## src/rtl/noc_dest_router.sv

```systemverilog
// Destination router: queues the merged packet stream in a small FIFO and steers the
// head packet to one of NUM_OUT ports, dropping and counting out-of-range destinations.
module noc_dest_router #(
    parameter int unsigned WIDTH    = 33,
    parameter int unsigned DEPTH    = 4,
    parameter int unsigned NUM_OUT  = 4,
    parameter int unsigned DEST_LSB = 30,
    parameter int unsigned CNT_W    = 8
) (
    input  logic                     clk,
    input  logic                     rst_n,
    input  logic                     in_valid,
    output logic                     in_ready,
    input  logic [WIDTH-1:0]         in_data,
    output logic [NUM_OUT-1:0]       out_valid,
    input  logic [NUM_OUT-1:0]       out_ready,
    output logic [WIDTH-1:0]         out_data,
    output logic [$clog2(DEPTH):0]   fifo_count,
    output logic [CNT_W-1:0]         drop_cnt
);

    localparam int unsigned PtrW   = $clog2(DEPTH);
    localparam int unsigned CountW = PtrW + 1;

    logic [WIDTH-1:0]  mem [DEPTH];
    logic [PtrW-1:0]   wrPtrQ, wrPtrD;
    logic [PtrW-1:0]   rdPtrQ, rdPtrD;
    logic [CountW-1:0] countQ, countD;
    logic [CNT_W-1:0]  dropCntQ, dropCntD;

    logic [WIDTH-1:0]  head;
    logic [2:0]        dest;
    logic              empty;
    logic              push;
    logic              pop;
    logic              drop;

    assign empty    = (countQ == '0);
    // Ready depends on occupancy only, so a full FIFO stalls upstream one cycle after a pop.
    assign in_ready = (countQ != CountW'(DEPTH));
    assign push     = in_valid && in_ready;

    assign head     = mem[rdPtrQ];
    assign dest     = head[DEST_LSB+2:DEST_LSB];
    assign out_data = empty ? '0 : head;

    always_comb begin
        out_valid = '0;
        for (int unsigned i = 0; i < NUM_OUT; i++) begin
            if (!empty && (dest == 3'(i))) begin
                out_valid[i] = 1'b1;
            end
        end
    end

    // A non-empty head that matches no port has an out-of-range destination.
    assign drop = !empty && (out_valid == '0);
    assign pop  = drop || (|(out_valid & out_ready));

    always_comb begin
        wrPtrD   = wrPtrQ;
        rdPtrD   = rdPtrQ;
        countD   = countQ;
        dropCntD = dropCntQ;
        if (push) begin
            wrPtrD = wrPtrQ + PtrW'(1);
        end
        if (pop) begin
            rdPtrD = rdPtrQ + PtrW'(1);
        end
        if (push && !pop) begin
            countD = countQ + CountW'(1);
        end else if (pop && !push) begin
            countD = countQ - CountW'(1);
        end
        if (drop && (dropCntQ != '1)) begin
            dropCntD = dropCntQ + CNT_W'(1);
        end
    end

    always_ff @(posedge clk or negedge rst_n) begin
        if (!rst_n) begin
            wrPtrQ   <= '0;
            rdPtrQ   <= '0;
            countQ   <= '0;
            dropCntQ <= '0;
        end else begin
            wrPtrQ   <= wrPtrD;
            rdPtrQ   <= rdPtrD;
            countQ   <= countD;
            dropCntQ <= dropCntD;
        end
    end

    // Storage is write-enabled only; validity is tracked by the pointers and count.
    always_ff @(posedge clk) begin
        if (push) begin
            mem[wrPtrQ] <= in_data;
        end
    end

    assign fifo_count = countQ;
    assign drop_cnt   = dropCntQ;

endmodule

```

## config.mk

```make
export PLATFORM = sky130hd
export DESIGN_NAME = noc_dest_router
export DESIGN_NICKNAME = d
export VERILOG_FILES = /design/src/rtl/noc_dest_router.sv
export SDC_FILE = /design/constraint.sdc
export NUM_CORES = 1
export LEC_CHECK = 0
export BUFFER_PORTS_ARGS = -buffer_cell sky130_fd_sc_hd__clkbuf_2
export CAP_MARGIN = 20
export CELL_PAD_IN_SITES_DETAIL_PLACEMENT = 2
export CELL_PAD_IN_SITES_GLOBAL_PLACEMENT = 2
export CORE_ASPECT_RATIO = 0.9
export CORE_UTILIZATION = 38
export DETAILED_ROUTE_END_ITERATION = 8
export PLACE_DENSITY = 0.82
export SETUP_SLACK_MARGIN = 0.02
export SLEW_MARGIN = 20
export SYNTH_ARGS = -nofsm -noshare
export SYNTH_HDL_FRONTEND = slang
export SYNTH_SLANG_ARGS = --single-unit
```

## constraint.sdc

```tcl
create_clock -name clk -period 2.65 [get_ports clk]
set_input_delay 0.3975 -clock clk [delete_from_list [all_inputs] [get_ports clk]]
set_output_delay 0.3975 -clock clk [all_outputs]
set_load 0.02 [all_outputs]
```

Word level (Yosys, flattened, before mapping)
Memory sizes are Yosys's and may differ from the RTL's. Index checks and enable logic that the tools add are counted.

Bits in latches: 0. Input port bits: 40. RAM bits: 132. Memories kept: 1. ROM bits: 0. Word-level logic and storage cells: 43. Output and inout port bits: 49. Flip-flop bits (word level): 15.

Reduce and logical (&&, ||, !) cells: 18. Multipliers: 0. $add $sub $neg: 5. Mux-type cells: 9. Shifts and indexed selects: 0. Divide/modulo/power cells: 0. Magnitude comparators: 0. Equality and inequality tests: 5. Bitwise operators: 1.

Memories: mem (words 4, bits a word 33, rd ports 1, clocked after Yosys merged registers in 0, write ports 1, RTL line 25) `logic [WIDTH-1:0] mem [DEPTH];`.

Operator list (number): $mux W33 (1); $logic_and A1 B1 Y1 (9); $add A8 B1 Y8 const B (1); $ne A8 B8 Y1 const B (1); $eq A3 B2 Y1 const B (2); $logic_not A3 Y1 (2); $mux W1 (6); $mux W3 (2); $add A2 B1 Y2 const B (2); $and A4 B4 Y4 (1); $logic_not A4 Y1 (1); $reduce_or A4 Y1 (1); $add A3 B1 Y3 const B (1); $eq A3 B1 Y1 const B (1); $logic_not A1 Y1 (3); $ne A3 B3 Y1 const B (1); $sub A3 B1 Y3 const B (1); $reduce_bool A2 Y1 (1); $logic_or A1 B1 Y1 (1).

Logic depth before layout (Yosys ltp)
Gate-level depths: netlist (run 1).

Depth in word-level cells: 10. Gate-level depth with buffers: 12. Gate-level depth less buffers: 10.

Worst setup path before layout (run 1)
No wires, ideal clock.

Path kind: reg-to-reg. Start: register rdPtrQ[0]. End: register countQ[1] (netlist: fifo_count[1]). Cell stages (with the launch flop): 10. Library setup time: 125 ps. Path buffers: 1. Slack: -46 ps. Data required time: 2525 ps. Data arrival time: 2571 ps. Period minus slack after synthesis: 2696 ps. Cell sequence: dfrtp_1 > buf_6 > mux4_2 > mux2i_1 > a2111o_1 > and3_1 > ha_1 > inv_1 > fa_1 > mux2_2.

Word-level cells in the longest chain between the ends: 10. Elaborated cells on any way between the ends: 23. Those cells by class: eq/ne: 3; mux: 5; bitwise: 1; reduce/logical: 13; memory: 1.

Ends and longest elaborated chain: start, declared (RTL line 27) `logic [PtrW-1:0] rdPtrQ, rdPtrD;`; start signal, assigned (RTL line 89) `rdPtrQ <= rdPtrD;`; $mem_v2 Z4 W33 *; $eq A3 B1 Y1, or another cell as far along (RTL line 50) `if (!empty && (dest == 3'(i))) begin`; $logic_and A1 B1 Y1 (RTL line 50); $mux W1 (RTL line 50); $and A4 B4 Y4 or $logic_not A4 Y1 (tied branches) (RTL line 58, 57); $reduce_or A4 Y1 or $logic_and A1 B1 Y1 (tied branches) (RTL line 58, 57); $logic_or A1 B1 Y1 * (RTL line 58) `assign pop = drop || (|(out_valid & out_ready));`; $logic_not A1 Y1 * (RTL line 71) `if (push && !pop) begin`; $logic_and A1 B1 Y1 * (RTL line 71); $mux W3 * (RTL line 71); via countD[1] (RTL line 28) `logic [CountW-1:0] countQ, countD;`; end signal, assigned (RTL line 90) `countQ <= countD;`; end, declared (RTL line 28).

The timed path passes the listed nets; every way through them passes the cells marked *. A chain may end at the register's enable or synchronous reset.

Worst setup path after layout (run 1)
Ends and elaborated chain as after synthesis.

==> results of run 1 <==
## sequential cells by signal (all words and copies together) (netlist names)
signal	flops
fifo_count	3
rdPtrQ	2
drop_cnt	8
mem	132
wrPtrQ	2
## worst register-to-register path: cells and delay by family, from the launching register on
family | cells | cell delay [ns]
multiplexers | 3 | 1.00
adder cells (fa/ha/maj) | 2 | 0.57
flip-flops | 1 | 0.41
AO/OA/AOI/OAI | 1 | 0.34
AND/OR/NAND/NOR | 1 | 0.22
buffers and inverters | 1 | 0.05
## power by group through the flow
stage                     logic, mW  clock network, mW  registers, mW
final                          3.91               2.44           3.38
after global routing           4.20               2.58           3.43
after CTS                      3.82               2.49           3.37
after detailed placement       3.64                  0           3.42
after global placement         3.52                  0           3.36
after floorplan                2.39                  0           3.40
## synth_stat cells, types with 2 or more instances
master                     count
sky130_fd_sc_hd__buf_2         4
sky130_fd_sc_hd__edfxtp_1    132
sky130_fd_sc_hd__inv_1         7
sky130_fd_sc_hd__dfrtp_1      15
sky130_fd_sc_hd__nor3_1        4
sky130_fd_sc_hd__xnor2_1       7
sky130_fd_sc_hd__and3_1        8
sky130_fd_sc_hd__nand2_1       7
sky130_fd_sc_hd__mux2_2        2
sky130_fd_sc_hd__a21oi_1       3
sky130_fd_sc_hd__nand4_1       2
sky130_fd_sc_hd__mux4_2       33
sky130_fd_sc_hd__ha_1          6
sky130_fd_sc_hd__and2_1       32
sky130_fd_sc_hd__clkbuf_1      6
sky130_fd_sc_hd__nand3_1       3
sky130_fd_sc_hd__xor2_1        5
sky130_fd_sc_hd__nor2_1        9
sky130_fd_sc_hd__buf_1         2
## logic make-up (layout without fill, tap and decap cells)
group	count (synthesis)	after routing	share of synthesized area
AND/OR/NAND/NOR	70	70	0.06671
buffers and inverters	20	152	0.01487
multiplexers	36	36	0.1317
XOR/XNOR	12	12	0.01785
adder cells (fa/ha/maj)	7	7	0.01615
flip-flops	147	147	0.7368
AO/OA/AOI/OAI	13	13	0.01593
## through the flow
step / utilization / instances / hold WS (ns) / setup WS (ns) / setup TNS, ns
global route: 0.4953 / 635 / 0.1783 / -0.1159 / -0.2208
finish: 0.4953 / 635 / 0.1955 / -0.05263 / -0.07254
global placement: 0.4447 / 592 / 0.3475 / 0.02320 / 0
floorplan: - / 305 / 0.1019 / 0.05612 / 0
CTS: 0.4913 / 629 / 0.1758 / -0.05841 / -0.07598
detailed placement: 0.4447 / 592 / 0.3600 / -0.1064 / -0.1995
## layout make-up
class | count | area [um2]
fill | 1398 | 7532
sequential | 147 | 4342
multi-input combinational | 138 | 1504
timing repair buffer | 113 | 659.4
clock buffer | 26 | 553.0
tap | 198 | 247.7
clock inverter | 6 | 60.06
inverter | 7 | 26.28
## cell usage in the layout, fill, tap and decap left out, types with 2 or more instances in the layout
master | Yosys | layout
sky130_fd_sc_hd__and2_1 | 32 | 32
sky130_fd_sc_hd__xnor2_1 | 7 | 7
sky130_fd_sc_hd__nand4_1 | 2 | 2
sky130_fd_sc_hd__nand2_1 | 7 | 7
sky130_fd_sc_hd__buf_4 | 0 | 21
sky130_fd_sc_hd__dfrtp_2 | 0 | 2
sky130_fd_sc_hd__edfxtp_1 | 132 | 132
sky130_fd_sc_hd__clkbuf_16 | 0 | 20
sky130_fd_sc_hd__clkbuf_8 | 0 | 3
sky130_fd_sc_hd__nor2_1 | 9 | 9
sky130_fd_sc_hd__clkbuf_2 | 0 | 88
sky130_fd_sc_hd__nor3_1 | 4 | 4
sky130_fd_sc_hd__a21oi_1 | 3 | 3
sky130_fd_sc_hd__mux2_2 | 2 | 2
sky130_fd_sc_hd__inv_1 | 7 | 6
sky130_fd_sc_hd__buf_12 | 0 | 2
sky130_fd_sc_hd__mux4_2 | 33 | 33
sky130_fd_sc_hd__and3_1 | 8 | 2
sky130_fd_sc_hd__clkbuf_1 | 6 | 3
sky130_fd_sc_hd__clkinv_2 | 0 | 3
sky130_fd_sc_hd__dfrtp_1 | 15 | 13
sky130_fd_sc_hd__ha_1 | 6 | 5
sky130_fd_sc_hd__and3_2 | 0 | 4
sky130_fd_sc_hd__nand3_1 | 3 | 3
sky130_fd_sc_hd__and3_4 | 0 | 2
sky130_fd_sc_hd__xor2_1 | 5 | 5
## timing repair
action	in CTS	in global routing
endpoints found under the setup margin	22	22
hold buffers	1	0
endpoints found under the hold margin	15	0
pin swaps	2	5
resized for setup	7	3
setup buffers	4	6
## metal layers
metal | global-route usage | part of all wire | wire length, um
met1 | 0.2297 | 0.42 | 5861
met2 | 0.3200 | 0.52 | 7393
met3 | 0.05112 | 0.039 | 552
met4 | 0.07457 | 0.021 | 293
met5 | 0 | 0 | 0
## path summary, 6_finish.rpt
check | endpoint | slack, ns | cells past startpoint
max in group asynchronous | rdPtrQ[1] | 1.85 | 2
hold / removal | mem[0][19] | 0.20 | 1
setup / recovery | fifo_count[1] | -0.05 | 8
min in group asynchronous | drop_cnt[0] | 0.45 | 2
setup reg to reg | fifo_count[1] | -0.05 | 8
hold reg to reg | drop_cnt[0] | 0.55 | 1
==> impl_results.md, run 1 <==
* Outcome: finished, violations left
* Failing checks: negative setup slack
* Max IR drop VDD at ~0.00052 V
* Start point of the critical path: rdPtrQ[0]
* DR iter-0 viols at roughly 140
* Antenna cells at 0
* Number of remaining DRC errors at 0
* Overflow left after global routing at 0
* Number of nets in the final layout at 471
* Crit path arrival time at 3.00 ns
* Largest net degree at the start of global routing at 34
* Class of the most critical setup path: flop to flop
* Crit-path max cell delay at 0.57 ns
* Warnings, synthesis at 0
* Final period utilization at 1.020
* Starting utilization of the core area at 0.3946
* Sequential fraction of the synthesis area at 0.7368
* Clock latency of the later-clocked register in the worst-skew pair at 0.42 ns
* Placer Congestion at between 0.7 and 0.8
* Cell family with most CP delay: multiplexers
* Max Cap Violations at 0
* Max H-tree Level at 4
* Biggest area contributors in the synthesized netlist: sky130_fd_sc_hd__edfxtp_1 (67%), sky130_fd_sc_hd__mux4_2 (13%), sky130_fd_sc_hd__dfrtp_1 (6.4%)
* Placement-stage cell area at 0.006636 mm2
* Vias at between 3000 and 4000
* Post-synth top area share at 0.6730
* Clock network power share at 0.251
* Antenna violations before repair at 0
* Crit-path cells: mux4_2 -> mux2i_1 -> a2111o_1 -> and3_4 -> ha_4 -> inv_2 -> fa_2 -> mux2_2
* I/O pin count at 89
* Fin. max-slew vios at 0
* Buffers plus inverters on the worst setup path at 1
* Number of hold-slack violations in the final timing report at 0
* Design area at 0.007392 mm2
* Worst reg2reg startpoint: rdPtrQ[0]
* TritonCTS clock tree: built
* Die outline area at 0.01600 mm2
* Proportion of layout cells with a drive suffix above 1 at 0.4302
* Maximum root-to-sink buffer count at 2
* Post-synthesis cell count at ~310
* Routed length per instance at 22.21 um
* RSZ-0062 raised after global routing: true
* Sink count of the clock tree at 147
* Total setup violations reported at the end of the flow at 2
* Post-synth EDFFs at 132
* Internal power consumption at 6.316 mW
* Headroom to the max-slew limit at 0.5632
* Leading area contributor after synthesis: sky130_fd_sc_hd__edfxtp_1
* FFs w/ async S/R, synth at 0.1020
* Mean post-synth cell area at slightly below 20 um2
* Total power at 9.724 mW
* Number of buffers added on ports at 88
* Class of the tightest hold or removal check: input port to flop
* Clock transition time at the flip-flop clock pins of the worst setup and hold paths at 0.06 ns
* Sw Share at 0.3505
* Total Routing Usage GR at 0.1887
* Power share of the sequential group at 0.347
* Slew at the pin closest to its max-slew limit at 0.6553 ns
* Critical path data required time at 2.95 ns
* Number of rows created at floorplan at between 40 and 50
* Number of buffers created by CTS at 17
* Start point of the worst hold path: in_data[19]
* Remaining antenna violation count after routing at 0
* NetSw at 3.409 mW
* Die span in y at between 100 and 150 um
* Share of power burned in combinational logic at 0.402
* Synth Register Bits at 147
* Worst Setup Start Kind: flop
* Clock period minus final worst setup slack at roughly 2.7 ns
* Area inside the core boundary at 0.01492 mm2
* Clock root buffer: sky130_fd_sc_hd__clkbuf_16
* Leakage power at around 2.7 nW
* Cell Area, Synth at 0.005889 mm2
* First-pass GRT wire length at 21450 um
* Detail Placement HPWL at 8714 um
* Max frequency at between 300 and 400 MHz
* Chip width at 133.2 um
* Cell area power density at ~1300 mW/mm2
* Fin worst setup slack at -0.05263 ns
* Total nets after synthesis at 352
* Most instantiated flip-flop cell in the synthesis netlist: sky130_fd_sc_hd__edfxtp_1
* Via count of the first global-routing pass at ~3700
* Routed vias/inst at 5.117
* Standard cell with the maximum stage delay on the critical path: sky130_fd_sc_hd__mux4_2
* Crit path capture type: flop
* Area overhead of the layout relative to synthesis at 25.52%
* Worst clock skew at around 0.007 ns
* Netlist cell types at 37
* Initial DRT Pass Iterations at 4
* Final wirelength at 14100 um
* Highest net fanout along the worst path at 4
Power figures use the tool's default switching activity.
==> run 2, diff against run 1 <==
--- a/config.mk
+++ b/config.mk
@@ -12,7 +12,7 @@
 export CORE_ASPECT_RATIO = 0.9
 export CORE_UTILIZATION = 38
 export DETAILED_ROUTE_END_ITERATION = 8
-export PLACE_DENSITY = 0.82
+export PLACE_DENSITY_LB_ADDON = 0.3
 export SETUP_SLACK_MARGIN = 0.02
 export SLEW_MARGIN = 20
 export SYNTH_ARGS = -nofsm -noshare
==> run 2 against run 1 <==
- the flow still finishes with violations (negative setup slack)
- core utilization is 0.11 points lower
- critical path depth did not move
- combinational power shrank 3%
- worst setup slack lost 0.019 ns
- register-to-register slack got worse by 0.02 ns
- sequential cell count unchanged
==> impl_results.md, run 2 (same netlist as run 1, synthesis figures left out) <==
* Outcome: finished, violations left
* Failing checks: negative setup slack
* Hold Crit Depth at 1
* Class of the most critical setup path: flop to flop
* Most frequent cells in the layout: sky130_fd_sc_hd__edfxtp_1 (132), sky130_fd_sc_hd__clkbuf_2 (88), sky130_fd_sc_hd__mux4_2 (33), sky130_fd_sc_hd__and2_1 (32), sky130_fd_sc_hd__clkbuf_16 (17)
* Design area at 0.007376 mm2
* Total Routing Usage GR at 0.1933
* Final period utilization at 1.027
* Met2 usage at 0.3449
* Clock root buffer: sky130_fd_sc_hd__clkbuf_16
* Min-Delay Endpoint: mem[3][16]
* Leakage power at 2.695 nW
* Number of buffers added on ports at between 80 and 90
* Cell depth of the worst flop-to-flop path at 8
* Number of remaining DRC errors at 0
* Number of flip-flops in the largest register at 132
* Proportion of layout cells with a drive suffix above 1 at 0.4209
* DR iter-0 viols at ~140
* Final Core Density at 0.4942
* I/O pin count at 89
* Max H-tree Level at 4
* Max Cap Violations at 0
* Critical path data required time at ~2.9 ns
* Via count of the first global-routing pass at 3651
* Maximum root-to-sink buffer count at 2
* Clock transition time at the flip-flop clock pins of the worst setup and hold paths at 0.06 ns
* Sink count of the clock tree at approximately 150
* Initial DRT Pass Iterations at 4
* Chip width at between 100 and 150 um
* Largest net degree at the start of global routing at 28
* Worst clock skew at 0.005291 ns
* Die outline area at about 0.016 mm2
* Clock period minus final worst setup slack at 2.722 ns
* Number of rows created at floorplan at 42
* TritonCTS clock tree: built
* Smallest hold slack at 0.2030 ns
* Number of nets in the final layout at 464
* Placement-stage cell area at 0.006679 mm2
* Area inside the core boundary at 0.01492 mm2
* Number of buffers created by CTS at 17
* Remaining antenna violation count after routing at 0
* Class of the tightest hold or removal check: input port to flop
* Crit path capture type: flop
* Antenna violations before repair at 0
* Detail Placement HPWL at 8845 um
* Overflow left after global routing at 0
* Worst reg2reg path endpoint: fifo_count[1]
* Total power at roughly 9.7 mW
* Met1 Use GR at 0.2263
* Highest net fanout along the worst path at 5
* Area overhead of the layout relative to synthesis at 25.24%
* Fin. max-slew vios at 0
* RSZ-0062 raised after global routing: true
* Die span in y at 120.1 um
* Routed length per instance at 22.11 um
* Filler instances at 1366
* Worst reg2reg startpoint: rdPtrQ[0]
* Slew at the pin closest to its max-slew limit at 0.5499 ns
* Worst Setup Start Kind: flop
* Headroom to the max-slew limit at 0.6323
* Starting utilization of the core area at 0.3946
* Clock latency of the later-clocked register in the worst-skew pair at 0.41 ns
* Antenna cells at 0
* Total setup violations reported at the end of the flow at 1
* Vias at 3161
* Number of hold-slack violations in the final timing report at 0
* Reg with most FFs: mem
* Max frequency at 367.4 MHz
* Commonest non-fill, non-tap cell in the layout: sky130_fd_sc_hd__edfxtp_1
* Minimum setup slack among reg-to-reg paths at -0.07 ns
* Start point of the worst hold path: in_data[16]
* Crit path arrival time at 3.02 ns
* Most congested layer reported by global routing: met2
* Met3 track utilization from global routing at 0.05365
* Routed vias/inst at approximately 5.0
* Placer Congestion at 0.7710
* Cell area power density at 1312 mW/mm2
* Max IR drop VDD at slightly above 0.0005 V
* Final wirelength at 13890 um
* Sum Neg Setup Slack at -0.07166 ns
* Fin worst setup slack at -0.07166 ns
* First-pass GRT wire length at 21940 um
run 2: changes by cell type in the layout (fill, tap and decap cells not counted), moves of 2 or more:
cell	change
sky130_fd_sc_hd__clkbuf_8	-2
sky130_fd_sc_hd__clkinvlp_4	+4
sky130_fd_sc_hd__clkinv_1	+3
sky130_fd_sc_hd__buf_4	-10
sky130_fd_sc_hd__clkbuf_1	-3
sky130_fd_sc_hd__clkbuf_16	-3
sky130_fd_sc_hd__buf_12	+2
sky130_fd_sc_hd__bufinv_16	+3
run 2: worst max-delay path, cell delays in order, from the launching register on:
cell                       delay [ns]
sky130_fd_sc_hd__dfrtp_2         0.42
sky130_fd_sc_hd__mux4_2          0.58
sky130_fd_sc_hd__mux2i_1         0.16
sky130_fd_sc_hd__a2111o_1        0.33
sky130_fd_sc_hd__and3_4          0.21
sky130_fd_sc_hd__ha_4            0.16
sky130_fd_sc_hd__inv_2           0.05
sky130_fd_sc_hd__fa_2            0.42
sky130_fd_sc_hd__mux2_4          0.27
run 2: cell type report:
class                      instances  area (um2)  share of cell area
timing repair buffer             106       638.1             0.08651
tap                              198       247.7             0.03359
clock inverter                    15       188.9             0.02561
clock buffer                      17       425.4             0.05768
sequential                       147        4342              0.5886
inverter                           7       26.28            0.003562
multi-input combinational        138        1508              0.2044
run 2: worst max-delay path by stage:
stage	from	endpoint	slack (ns)
6_report	rdPtrQ[0]	fifo_count[1]	-0.07
3_3_place_gp	rdPtrQ[0]	fifo_count[2]	0.03
5_1_grt	rdPtrQ[0]	fifo_count[2]	-0.11
3_5_place_dp	rdPtrQ[0]	fifo_count[1]	-0.05
2_1_floorplan	rdPtrQ[0]	fifo_count[1]	0.06
4_1_cts	rdPtrQ[0]	fifo_count[2]	-0.02
run 2: per-stage QoR:
stage / worst slack (ns) / std cells
finish: -0.07166 / 628
detailed placement: -0.04783 / 591
global route: -0.1108 / 628
CTS: -0.02120 / 627
floorplan: 0.05612 / 305
global placement: 0.03495 / 591
run 2: layer usage:
metal  wire [um]  up-vias
met2        7760       56
met4         112        0
met3         475        7
li1            -     1424
met1        5539     1674
met5           0        -
run 2: timing repair:
item | CTS | global route
setup buffers | 3 | 1
endpoints found under the setup margin | 28 | 25
resized for setup | 6 | 4
endpoints found under the hold margin | 15 | 0
hold buffers | 1 | 0
pin swaps | 1 | 3
run 2: power by group:
group,total [mW],internal [mW],switching (mW)
Clock,2.49,1.57,0.927
Sequential,3.37,3.09,0.279
Combinational,3.81,1.65,2.16
Total,9.68,6.31,3.37
